[src/rtl/ts4231_bmc_decoder.sv]
// Biphase-mark decoder for the TS4231 light-sensor data line: measures the spacing
// between data-line transitions inside an envelope and assembles NBITS-bit words.
module ts4231_bmc_decoder #(
    parameter int HALF_MIN = 4,
    parameter int HALF_MAX = 11,
    parameter int FULL_MAX = 23,
    parameter int NBITS    = 17
) (
    input  logic             clk_96MHz,
    input  logic             reset,
    input  logic             e_in_r,
    input  logic             d_in_r,
    input  logic [23:0]      system_timestamp,
    output logic             data_availible,
    output logic [NBITS-1:0] decoded_data,
    output logic [23:0]      timestamp_last_data,
    output logic             decode_error
);

    localparam int CW = $clog2(NBITS + 1);
    localparam logic [4:0]    HALF_MIN_C = 5'(HALF_MIN);
    localparam logic [4:0]    HALF_MAX_C = 5'(HALF_MAX);
    localparam logic [4:0]    FULL_MAX_C = 5'(FULL_MAX);
    localparam logic [CW-1:0] LAST_BIT_C = CW'(NBITS - 1);

    typedef enum logic [1:0] {
        IDLE,
        WAIT_EDGE,
        DECODE,
        WAIT_END
    } state_t;

    state_t           state_q, state_d;
    logic             d_prev_q;
    logic             e_prev_q;
    logic [23:0]      ts_cap_q, ts_cap_d;
    logic [NBITS-1:0] shift_q, shift_d;
    logic [CW-1:0]    bit_cnt_q, bit_cnt_d;
    logic             half_q, half_d;
    logic [4:0]       ivl_q, ivl_d;
    logic [NBITS-1:0] dout_q, dout_d;
    logic [23:0]      ts_out_q, ts_out_d;
    logic             avail_q, avail_d;
    logic             err_q, err_d;

    logic             trans;
    logic             env_start;
    logic             env_end;
    logic             is_half;
    logic             is_full;
    logic             got_bit;
    logic             new_bit;
    logic             bad_ivl;
    logic [NBITS-1:0] shifted;

    assign trans     = d_in_r ^ d_prev_q;
    assign env_start = e_prev_q & ~e_in_r;
    assign env_end   = e_in_r;
    assign is_half   = (ivl_q >= HALF_MIN_C) && (ivl_q <= HALF_MAX_C);
    assign is_full   = (ivl_q > HALF_MAX_C) && (ivl_q <= FULL_MAX_C);

    always_comb begin
        state_d   = state_q;
        ts_cap_d  = ts_cap_q;
        shift_d   = shift_q;
        bit_cnt_d = bit_cnt_q;
        half_d    = half_q;
        ivl_d     = ivl_q;
        dout_d    = dout_q;
        ts_out_d  = ts_out_q;
        avail_d   = 1'b0;
        err_d     = 1'b0;
        got_bit   = 1'b0;
        new_bit   = 1'b0;
        bad_ivl   = 1'b0;
        shifted   = shift_q;

        case (state_q)
            IDLE: begin
                if (env_start) begin
                    ts_cap_d  = system_timestamp;
                    shift_d   = '0;
                    bit_cnt_d = '0;
                    half_d    = 1'b0;
                    state_d   = WAIT_EDGE;
                end
            end
            WAIT_EDGE: begin
                if (env_end) begin
                    state_d = IDLE;
                end else if (trans) begin
                    ivl_d   = 5'd1;
                    state_d = DECODE;
                end
            end
            DECODE: begin
                ivl_d = trans ? 5'd1 : ((ivl_q == 5'd31) ? ivl_q : ivl_q + 5'd1);
                if (trans) begin
                    if (is_half && !half_q) begin
                        half_d = 1'b1;
                    end else if (is_half && half_q) begin
                        got_bit = 1'b1;
                        new_bit = 1'b1;
                        half_d  = 1'b0;
                    end else if (is_full && !half_q) begin
                        got_bit = 1'b1;
                    end else begin
                        bad_ivl = 1'b1;
                    end
                end
                shifted = {shift_q[NBITS-2:0], new_bit};
                if (got_bit) begin
                    shift_d   = shifted;
                    bit_cnt_d = bit_cnt_q + 1'b1;
                end
                // Completing the word wins over a simultaneous envelope end.
                if (got_bit && (bit_cnt_q == LAST_BIT_C)) begin
                    dout_d   = shifted;
                    ts_out_d = ts_cap_q;
                    avail_d  = 1'b1;
                    state_d  = env_end ? IDLE : WAIT_END;
                end else if (bad_ivl) begin
                    err_d   = 1'b1;
                    state_d = env_end ? IDLE : WAIT_END;
                end else if (env_end) begin
                    err_d   = 1'b1;
                    state_d = IDLE;
                end else if (!trans && (ivl_q > FULL_MAX_C)) begin
                    err_d   = 1'b1;
                    state_d = WAIT_END;
                end
            end
            WAIT_END: begin
                if (env_end) begin
                    state_d = IDLE;
                end
            end
            default: state_d = IDLE;
        endcase
    end

    always_ff @(posedge clk_96MHz) begin
        if (reset) begin
            state_q   <= IDLE;
            d_prev_q  <= 1'b0;
            e_prev_q  <= 1'b0;
            ts_cap_q  <= '0;
            shift_q   <= '0;
            bit_cnt_q <= '0;
            half_q    <= 1'b0;
            ivl_q     <= '0;
            dout_q    <= '0;
            ts_out_q  <= '0;
            avail_q   <= 1'b0;
            err_q     <= 1'b0;
        end else begin
            state_q   <= state_d;
            d_prev_q  <= d_in_r;
            e_prev_q  <= e_in_r;
            ts_cap_q  <= ts_cap_d;
            shift_q   <= shift_d;
            bit_cnt_q <= bit_cnt_d;
            half_q    <= half_d;
            ivl_q     <= ivl_d;
            dout_q    <= dout_d;
            ts_out_q  <= ts_out_d;
            avail_q   <= avail_d;
            err_q     <= err_d;
        end
    end

    assign data_availible      = avail_q;
    assign decode_error        = err_q;
    assign decoded_data        = dout_q;
    assign timestamp_last_data = ts_out_q;

endmodule
[config.mk]
export PLATFORM = sky130hd
export DESIGN_NAME = ts4231_bmc_decoder
export DESIGN_NICKNAME = d
export VERILOG_FILES = /design/src/rtl/ts4231_bmc_decoder.sv
export SDC_FILE = /design/constraint.sdc
export NUM_CORES = 1
export LEC_CHECK = 0
export BUFFER_PORTS_ARGS = -buffer_cell sky130_fd_sc_hd__buf_2
export CORE_UTILIZATION = 50
export CTS_BUF_LIST = sky130_fd_sc_hd__clkbuf_8
export DETAILED_ROUTE_END_ITERATION = 10
export PLACE_DENSITY = 0.83
export SYNTH_ARGS = -nofsm -noshare
export SYNTH_HDL_FRONTEND = slang
export SYNTH_SLANG_ARGS = --single-unit
[constraint.sdc]
create_clock -name clk_96MHz -period 6.1 [get_ports clk_96MHz]
set_input_delay 0.915 -clock clk_96MHz [delete_from_list [all_inputs] [get_ports clk_96MHz]]
set_output_delay 0.915 -clock clk_96MHz [all_outputs]
set_load 0.005 [all_outputs]
==> results.md <==
* Crit path capture type: register
* Gr usage total at 21.9%
* Achievable Freq at 329 MHz
* Crit path largest cell delay at 1.05 ns
* Design Power at 1.16 mW
* Type of the tightest min-delay check: register to register
* Period utilization at 49.8%
* Antenna cells at 0
* Hold-fix buffers, CTS at 0
* First-pass GRT wire length at 14700 um
* Vias in the first global route at 3281
* Crit-path cells: ha_1 > o311ai_0 > a31o_2 > o21ai_0 > a21oi_1
* WP data arrival at 3.32 ns
* Pwr per Cell Area at 262 nW/um2
* Switching Fraction at 22.8%
* LEAKAGE at 1.62 nW
* Clock transition at path regs at 0.11 ns
* Antenna violations before repair at 0
* Clock Power Share at 40.7%
* Final Hold Vio Count at 0
* # Post-CTS Setup Buffers at 0
* TritonCTS Buffers at 9
* Avg Inst Size Synth at 8.11 um2
* Final setup margin at 3.06 ns
* CTS tree: yes
* Remaining DRCs at 0
* Gate Count Post-Synth at 476
* CP Max Fanout at 66
* Initial Utilization at 52.4%
* Kind of critical path: register to register
* Die area at 8080 um2
* Router iterations before antenna repair at 4
* Mapped Area at 3860 um2
* Clock buffer depth at 2
* Final #Nets at 551
* Remaining antenna violation count at 0
* Area Growth Syn to Fin at 14.7%
* Post-DP Area at 4200 um2
* Clock Latency Late Sink at 0.36 ns
* Starting DRT DRC Count at 259
* Unrepaired setup endpoints after global routing: false
* Endpoints failing setup at 0
* Core Region at 7370 um2
* DR vias/cell at 5.61
* #FFs+latches synth at 98
* Post-synth EDFFs at 0
* Post-DP HPWL at 5360 um
* Post-route minimum period at 3.04 ns
* Worst Max-Slew Pin Slew at 1.17 ns
* Total of max-cap violations at 0
* Die Y at 89.9 um
* Crit-path slowest cell: a31o_2
* GP Congestion at 0.826
* Post-cts resize count at 0
* Seq/Total Area, Yosys at 50.8%
* Internal at 897 uW
* Skew final at 0.0201 ns
* Psw at 264 uW
* Num rows at 31
* Combinational share of power at 3.4%
* Die Wd at 89.9 um
* Finished Cell Area at 4430 um2
* # H-tree levels at 3
* Reg power frac at 55.9%
* CTS sink count at 98
* Final slew viol count at 0
* Share of cells above drive strength 1 at 17.8%
* IO Port Bufs at 70
* TNS Setup at 0 ns
* Syn nets at 509
* Final WL at 8620 um
* DP Worst Slack at 3.01 ns
* Cell variety after synth at 37
* Via count at 3490
* Top_reg_cell synth: dfxtp_1
* Pin count of the biggest net entering global routing at 98
* Max_slew headroom at 22.3%
* Grt ovf at 0
* Worst setup SP type: register
* Top-Level Pins at 71
* CP required at 6.38 ns
* Routed len/inst at 13.9 um
* Root Buffer: clkbuf_8
* FFs w/ async S/R, synth at 0%
* Yosys Warn Count at 0
* Max IR drop VDD at 144 uV
* Status: finished clean
registers in the layout, indices dropped and copies added (netlist names):
name and flops:
bit_cnt_q 5, d_prev_q 1, data_availible 1, decode_error 1, decoded_data 17, e_prev_q 1
half_q 1, ivl_q 5, shift_q 16, state_q 2, timestamp_last_data 24, ts_cap_q 24
power groups by stage:
stage / Clock [mW] / Sequential, mW / Combinational (mW)
2_1_floorplan: 0 / 0.663 / 0.0248
3_3_place_gp: 0 / 0.664 / 0.0386
3_5_place_dp: 0 / 0.664 / 0.0393
4_1_cts: 0.481 / 0.649 / 0.0395
5_1_grt: 0.505 / 0.650 / 0.0444
6_report: 0.472 / 0.649 / 0.0395
final timing paths:
path	cells past startpoint	endpoint	start	slack, ns
hold / removal	2	timestamp_last_data[4]$_SDFFE_PP0P_	ts_cap_q[4]$_SDFFE_PP0P_	0.46
hold reg to reg	2	timestamp_last_data[4]$_SDFFE_PP0P_	ts_cap_q[4]$_SDFFE_PP0P_	0.46
setup / recovery	5	timestamp_last_data[22]$_SDFFE_PP0P_	ivl_q[0]$_SDFFE_PP0P_	3.06
setup reg to reg	5	timestamp_last_data[22]$_SDFFE_PP0P_	ivl_q[0]$_SDFFE_PP0P_	3.06
cell type report:
cell class	count	area, um2
fillers	678	2940
flip-flops and latches	98	1960
multi-input cells	327	1700
repair buffers	75	388
clock buffers	9	124
well taps	99	124
clock inverters	7	110
inverters	7	26.3
Yosys cell counts, types with 2 or more instances:
cell type | count | area, um2
nand2b_1 | 4 | 25.0
a31oi_1 | 3 | 18.8
clkbuf_1 | 35 | 131
ha_1 | 5 | 62.6
nand2_1 | 70 | 263
xor2_1 | 2 | 17.5
inv_1 | 7 | 26.3
a21oi_1 | 93 | 465
nor2b_1 | 4 | 25.0
and3_1 | 2 | 12.5
nor3_1 | 5 | 25.0
o31ai_1 | 2 | 15.0
nand3_1 | 62 | 310
dfxtp_1 | 98 | 1960
buf_2 | 4 | 20.0
a211oi_1 | 3 | 22.5
or4_1 | 3 | 22.5
o21ai_0 | 45 | 225
buf_4 | 4 | 30.0
o311ai_0 | 2 | 17.5
or3_1 | 3 | 18.8
nor2_1 | 5 | 18.8
cells in the final DEF, fill, tap and decap left out, types with 3 or more instances in the layout:
| cell type | n |
|---|---|
| dfxtp_1 | 98 |
| a21oi_1 | 93 |
| nand2_1 | 70 |
| buf_2 | 70 |
| nand3_1 | 62 |
| o21ai_0 | 45 |
| clkbuf_8 | 9 |
| inv_1 | 7 |
| nor2_1 | 5 |
| nor3_1 | 5 |
| ha_1 | 5 |
| buf_4 | 5 |
| nor2b_1 | 4 |
| nand2b_1 | 4 |
| a211oi_1 | 3 |
| or4_1 | 3 |
| or3_1 | 3 |
worst max-delay path: cells and delay by family, from the launching register on:
kind            cells  cell delay, ns
fa+ha+maj           1            0.29
flops               1            0.37
compound gates      4            2.29
metrics by stage:
step	hold WS, ns	utilization, %	std cells
2_1_floorplan	0.437	-	476
3_3_place_gp	0.442	56.9	606
3_5_place_dp	0.449	56.9	606
4_1_cts	0.456	60.1	622
5_1_grt	0.471	60.1	622
6_report	0.462	60.1	622
logic make-up (layout without fill, tap and decap cells):
kind of cell    Yosys count  in the layout  synth area share, %
compound gates          157            157                 21.8
fa+ha+maj                 5              5                 1.62
buf+inv                  51             98                 5.67
xor+xnor                  3              3                0.681
flops                    98             98                 50.8
simple gates            162            162                 19.4
layer usage:
layer	vias to the layer above	wire (um)	GRT usage (%)
li1	1742	-	-
met1	1645	3630	25.6
met2	96	4460	39.2
met3	7	456	5.16
met4	0	76	7.93
met5	-	0	0
(Power assumes the default switching activity.)
